[src/rtl/alu_writeback_stage.sv]
`default_nettype none
// ============================================================================
// alu_writeback_stage : 2-entry write-back FIFO, optional flags (WB_FLAG_REG_EN)
// Revision 1.0
// ============================================================================
module alu_writeback_stage #(
    parameter int WORD_SIZE  = 19,
    parameter int REG_ADDR_W = 4
) (
    input  logic                  clk,
    input  logic                  rst,
    input  logic                  in_valid,
    output logic                  in_ready,
    input  logic [WORD_SIZE-1:0]  in_result,
    input  logic [REG_ADDR_W-1:0] in_dest,
    input  logic                  in_wen,
    output logic                  wb_valid,
    input  logic                  wb_ready,
    output logic [WORD_SIZE-1:0]  wb_data,
    output logic [REG_ADDR_W-1:0] wb_addr,
    output logic [1:0]            occupancy,
    output logic                  flag_z,
    output logic                  flag_n
);

    localparam logic [1:0] c_DEPTH = 2'd2;

    logic [WORD_SIZE-1:0]  r_result [2];
    logic [REG_ADDR_W-1:0] r_dest   [2];
    logic [1:0]            r_wen;
    logic                  r_wptr;
    logic                  r_rptr;
    logic [1:0]            r_count;

    logic w_head_valid;
    logic w_head_wen;
    logic w_retire;
    logic w_accept;

    // Gating the head with rst keeps discarded entries off the write port.
    assign w_head_valid = (r_count != 2'd0) && !rst;
    assign w_head_wen   = r_wen[r_rptr];
    assign w_retire     = w_head_valid && (!w_head_wen || wb_ready);
    assign in_ready     = !rst && ((r_count < c_DEPTH) || w_retire);
    assign w_accept     = in_valid && in_ready;

    assign wb_valid  = w_head_valid && w_head_wen;
    assign wb_data   = wb_valid ? r_result[r_rptr] : '0;
    assign wb_addr   = wb_valid ? r_dest[r_rptr]   : '0;
    assign occupancy = r_count;

    always_ff @(posedge clk) begin
        if (rst) begin
            r_wptr  <= 1'b0;
            r_rptr  <= 1'b0;
            r_count <= 2'd0;
        end else begin
            if (w_accept) begin
                r_wptr <= ~r_wptr;
            end
            if (w_retire) begin
                r_rptr <= ~r_rptr;
            end
            case ({w_accept, w_retire})
                2'b10:   r_count <= r_count + 2'd1;
                2'b01:   r_count <= r_count - 2'd1;
                default: r_count <= r_count;
            endcase
        end
    end

    // Payload storage needs no reset: occupancy alone decides what is live.
    always_ff @(posedge clk) begin
        if (w_accept) begin
            r_result[r_wptr] <= in_result;
            r_dest[r_wptr]   <= in_dest;
            r_wen[r_wptr]    <= in_wen;
        end
    end

`ifdef WB_FLAG_REG_EN
    logic r_flag_z;
    logic r_flag_n;

    always_ff @(posedge clk) begin
        if (rst) begin
            r_flag_z <= 1'b0;
            r_flag_n <= 1'b0;
        end else if (w_retire) begin
            r_flag_z <= (r_result[r_rptr] == '0);
            r_flag_n <= r_result[r_rptr][WORD_SIZE-1];
        end
    end

    assign flag_z = r_flag_z;
    assign flag_n = r_flag_n;
`else
    assign flag_z = 1'b0;
    assign flag_n = 1'b0;
`endif

endmodule
`default_nettype wire

[config.mk]
export PLATFORM = sky130hd
export DESIGN_NAME = alu_writeback_stage
export DESIGN_NICKNAME = d
export VERILOG_FILES = /design/src/rtl/alu_writeback_stage.sv
export SDC_FILE = /design/constraint.sdc
export NUM_CORES = 1
export LEC_CHECK = 0
export CORE_ASPECT_RATIO = 0.8
export CORE_UTILIZATION = 48
export DETAILED_ROUTE_END_ITERATION = 6
export PLACE_DENSITY = 0.91
export SYNTH_ARGS = -nofsm -noshare
export SYNTH_HDL_FRONTEND = slang
export SYNTH_SLANG_ARGS = --single-unit
[constraint.sdc]
create_clock -name clk -period 2.9 [get_ports clk]
set_clock_uncertainty 0.05 [all_clocks]
set_input_delay 0.435 -clock clk [delete_from_list [all_inputs] [get_ports clk]]
set_output_delay 0.435 -clock clk [all_outputs]
set_load 0.1 [all_outputs]
Word-level counts from Yosys, hierarchy flattened
Memory sizes are Yosys's and may differ from the RTL's. A register that Yosys moved wholly into a read port is not among the register bits.
Cells that the tools add are included.
- memories kept: 2
- memory bits (read-only): 0
- bits of input ports: 28
- register bits: 6
- bits in writable memories: 46
- latch bits: 0
- output and inout bits: 29
- reduce and logical (&&, ||, !) cells: 12
- multipliers: 0
- bitwise gates (word level): 2
- muxes and demuxes: 14
- add/subtract/negate cells: 2
- div/mod/pow operators: 0
- shifts and indexed selects: 0
- equal/unequal tests: 2
- magnitude comparators: 4
- memory list (memory ; words ; width ; read ports ; clocked after Yosys merged registers in ; write ports ; line ; text):
    r_result ; 2 ; 19 ; 1 ; 1 ; 1 ; 28 ; logic [WORD_SIZE-1:0] r_result [2];
    r_dest ; 2 ; 4 ; 1 ; 1 ; 1 ; 29 ; logic [REG_ADDR_W-1:0] r_dest [2];
- operators by type and width (operator ; count):
    $mux 19 ; 1
    $mux 1 ; 9
    $logic_and 1x1->1 ; 6
    $lt 1x2->1 const B ; 2
    $mux 4 ; 1
    $pmux 2 s2 ; 1
    $reduce_bool 2->1 ; 2
    $add 2x1->2 const B ; 1
    $bwmux 2 ; 1
    $eq 2x1->1 const B ; 1
    $eq 2x2->1 const B ; 1
    $logic_not 1->1 ; 2
    $logic_or 1x1->1 ; 2
    $lt 2x2->1 const B ; 1
    $not 1->1 ; 2
    $sub 2x1->2 const B ; 1
    $demux 1 s1 ; 1
    $ge 1x1->1 const B ; 1

Depth between registers and ports, before layout
- depth in word-level cells: 10
- depth in mapped cells: 7

Worst setup path after synthesis
Ideal clock, no wire load.
- path kind: register to output
- start point: register r_count[1] (netlist: occupancy[1])
- end point: output port wb_data[10]
- buffers on the path: 2
- data arrival time: 3129 ps
- slack: -714 ps
- required time: 2415 ps
- stages on the path, launching flop included: 6
- cell sequence: dfxtp_1 > nor2_1 > or3_1 > buf_2 > buf_6 > nor2_1
- longest elaborated chain between the ends: 4
- RTL lines (item ; line ; text):
    start: declaration ; 33 ; logic [1:0] r_count;
    start signal: assignment ; 65 ; 2'b10: r_count <= r_count + 2'd1;
    start signal: assignment ; 66 ; 2'b01: r_count <= r_count - 2'd1;
    start signal: assignment ; 67 ; default: r_count <= r_count;
    $reduce_bool 2->1 ; 41 ; assign w_head_valid = (r_count != 2'd0) && !rst;
    $logic_and 1x1->1 ; 41 ;
    $logic_and 1x1->1 ; 47 ; assign wb_valid = w_head_valid && w_head_wen;
    $mux 19 ; 48 ; assign wb_data = wb_valid ? r_result[r_rptr] : '0;
    end: declaration ; 19 ; output logic [WORD_SIZE-1:0] wb_data,
Every way passes these cells.

Worst setup path after layout
- start point: register r_rptr
- end point: output port wb_valid
- longest elaborated chain between the ends: 3
- RTL lines (item ; line ; text):
    start: declaration ; 32 ; logic r_rptr;
    start signal: assignment ; 62 ; r_rptr <= ~r_rptr;
    $mux 1 (not written as such) (2 in series) ; 42 ; assign w_head_wen = r_wen[r_rptr];
    $logic_and 1x1->1 ; 47 ;
    end: declaration ; 17 ; output logic wb_valid,
Every way passes these cells. The select of a mux whose other input is x is not followed.

==> flow_summary.toml <==
[outcome]
status = "finished clean"

[synthesis]
yosys-top-cells-count = "48 x edfxtp_1, 24 x mux2i_1, 20 x nor2_1, 9 x nor2_2"
yosysUniqueCellTypes = 27
synth_top_area_share_pct = 67.3
yosysWarnings = 0
syn_inst = 142
post-synth-top-count-cell = "edfxtp_1"
ys_ff_latch = 53
yosysTopAreaCell = "edfxtp_1"
seq_area_frac_synth_pct = 71.9
synthArstFlopShare_pct = 0
synth_edf_count = 48
netlist_area_mm2 = 0.00214
synth_area_leaders = "edfxtp_1 67%, mux2i_1 11%, dfxtp_1 4.7%, nor2_1 3.5%, nor2_2 2.6%"
avgSynthCellArea_um2 = 15.1
synth_ff_type = "edfxtp_1"

[routing]
drt_iter0_drc = 57
routed_wl_um = 4060
drc_errors = 0
vias = 1317
ant_nets = 0
wl_per_cell_um = 15.7
via_per_inst = 5.10
first_pass_iters = 4

[cts]
clk_path_buf_depth = 2
insertion_delay_ns = 0.30
tritoncts = "done"
path_clk_slew_ns = 0.08
clock_sinks = 53
root_buffer = "clkbuf_8"
h-tree-depth = 2
cts_buffers = 5
ctsHoldBuffers = 0
ctsResizeCount = 0
post_cts_buffers = 0

[setup_path]
path_delay_family = "buffers and inverters"
critical_path_class = "reg -> out"
crit_buf_inv = 3
start_kind = "flop"
slowest_delay_ns = 0.45
crit_path_cell_trace = "mux2i_1, or3_1, buf_4, inv_1, buf_12"
crit_required_ns = 2.41
critPathMaxFanout = 24
r2r_start = "r_rptr"
worst-path-stages = 5
end_kind = "output port"
reg2reg_slack_ns = 0.82
cp_slowest_cell = "mux2i_1"
reg2reg_to = "r_result[1][18]"
worstPathArrival_ns = 2.01
r2r_cells = 5

[placed_design]
postPlaceCellArea_mm2 = 0.00302
numPortBuffers = 54
preCtsSetupSlack_ns = 0.460
dp.final_hpwl_um = 2900
place.gp.congestion = 0.817

[cells_and_area]
area.sequential_mm2 = 0.00154
area_growth_pct = 44.5
num-fill-cells = 250
n_antenna_cell = 0
drive_above_1_share_pct = 32.8
fin_area_mm2 = 0.00310
multi_input_area_um2 = 564
fin_nets = 230

[global_routing]
antenna_found_initial = 0
first_global_vias = 1310
grt_use_total_pct = 18.5
overflow = 0
grt_start_max_net_pins = 25
grt_pass1_wl_um = 6220

[timing]
worst_pin_slew_ns = 0.501
fin_crit_sh_pct = 86.2
setup_violations = 0
relSlewSlack_pct = 66.2
min_period_ns = 2.50
rsz0062_at_grt = "false"
final.setup.tns_ns = 0
report.final.slew_viol_count = 0
hold_violations = 0
max_freq_mhz = 400
setup_slack_ns = 0.401

[hold_path]
hold_class = "reg -> reg"
hold_depth = 2
worst_hold_path.endpoint = "occupancy[1]"
hp-start = "occupancy[1]"

[floorplan]
ios = 57
coreArea_mm2 = 0.00423
die_w_um = 76.7
die_h_um = 61.8
initial_core_util_pct = 50.7
dieArea_mm2 = 0.00474
num_rows = 21

[power_and_ir_drop]
powerDensity_mw_per_mm2 = 626
ir_drop_mv = 0.437
p_leak_nw = 1.04

[flow_run]
drv_cap = 0
[cells by family (layout without fill, tap and decap cells)]
family,count (synthesis),in the layout,share of synthesized area (%)
flops,53,53,71.9
simple gates,37,37,8.52
mux,24,24,11.2
buf+inv,14,72,3.79
compound gates,10,10,2.98
xor+xnor,2,2,0.817
fa+ha+maj,1,1,0.584
other cells,1,2,0.175
[how the worst max path moves through the flow]
stage / start / slack, ns / end
3_5_place_dp: rst / 0.46 / wb_addr[2]
6_report: r_rptr / 0.40 / wb_valid
4_1_cts: r_rptr / 0.43 / wb_valid
2_1_floorplan: occupancy[1] / 0.09 / wb_data[10]
5_1_grt: r_rptr / 0.32 / wb_valid
3_3_place_gp: rst / 0.51 / wb_data[18]
[stage by stage]
stage	cells	power, mW	hold slack [ns]	util (%)
2_1_floorplan	143	1.37	0.464	-
3_3_place_gp	251	1.56	0.464	71.3
3_5_place_dp	251	1.57	0.478	71.3
4_1_cts	258	1.95	0.489	73.2
5_1_grt	258	2.01	0.514	73.2
6_report	258	1.94	0.487	73.2
[per-layer routing]
layer	track usage [%]	wire (um)	up-vias
met3	5.55	176	6
met2	36.9	2240	41
met4	5.77	35	0
li1	-	-	627
met1	19.5	1610	643
met5	0	0	-
[registers in the layout, summed over array words and instances (netlist names), named ones only]
signal,flops
occupancy,2
r_dest,8
r_result,38
r_rptr,1
r_wen,2
r_wptr,1
[cell type report]
type / instances / share of cell area [%]
clock buffers: 5 / 2.22
clock inverters: 2 / 0.364
well taps: 57 / 2.30
multi-input cells: 76 / 18.2
flip-flops and latches: 53 / 49.9
repair buffers: 60 / 26.4
inverters: 5 / 0.606
[worst reg2reg max path, cell delays in order, from the launching register on]
cell,delay [ns]
dfxtp_1,0.38
mux2i_1,0.45
o311ai_0,0.25
buf_4,0.20
nor2_2,0.11
buf_4,0.32
[power breakdown]
| part | internal (mW) | switching (mW) | total [mW] |
|---|---|---|---|
| Sequential | 0.895 | 0.0275 | 0.923 |
| Clock | 0.162 | 0.225 | 0.388 |
| Combinational | 0.221 | 0.409 | 0.630 |
[placed cells by master (no fill, tap or decap), types with 2 or more instances in the layout]
master and instances:
mux2i_1 24, dfxtp_2 2, nor2_2 25, conb_1 2, clkdlybuf4s50_1 27, dfxtp_1 3, a21oi_1 4, edfxtp_1 48
clkbuf_8 5, buf_12 24, inv_1 5, or3_1 2, nor2_1 4, buf_4 9, o21ai_0 2
Power figures use the tool's default switching activity.
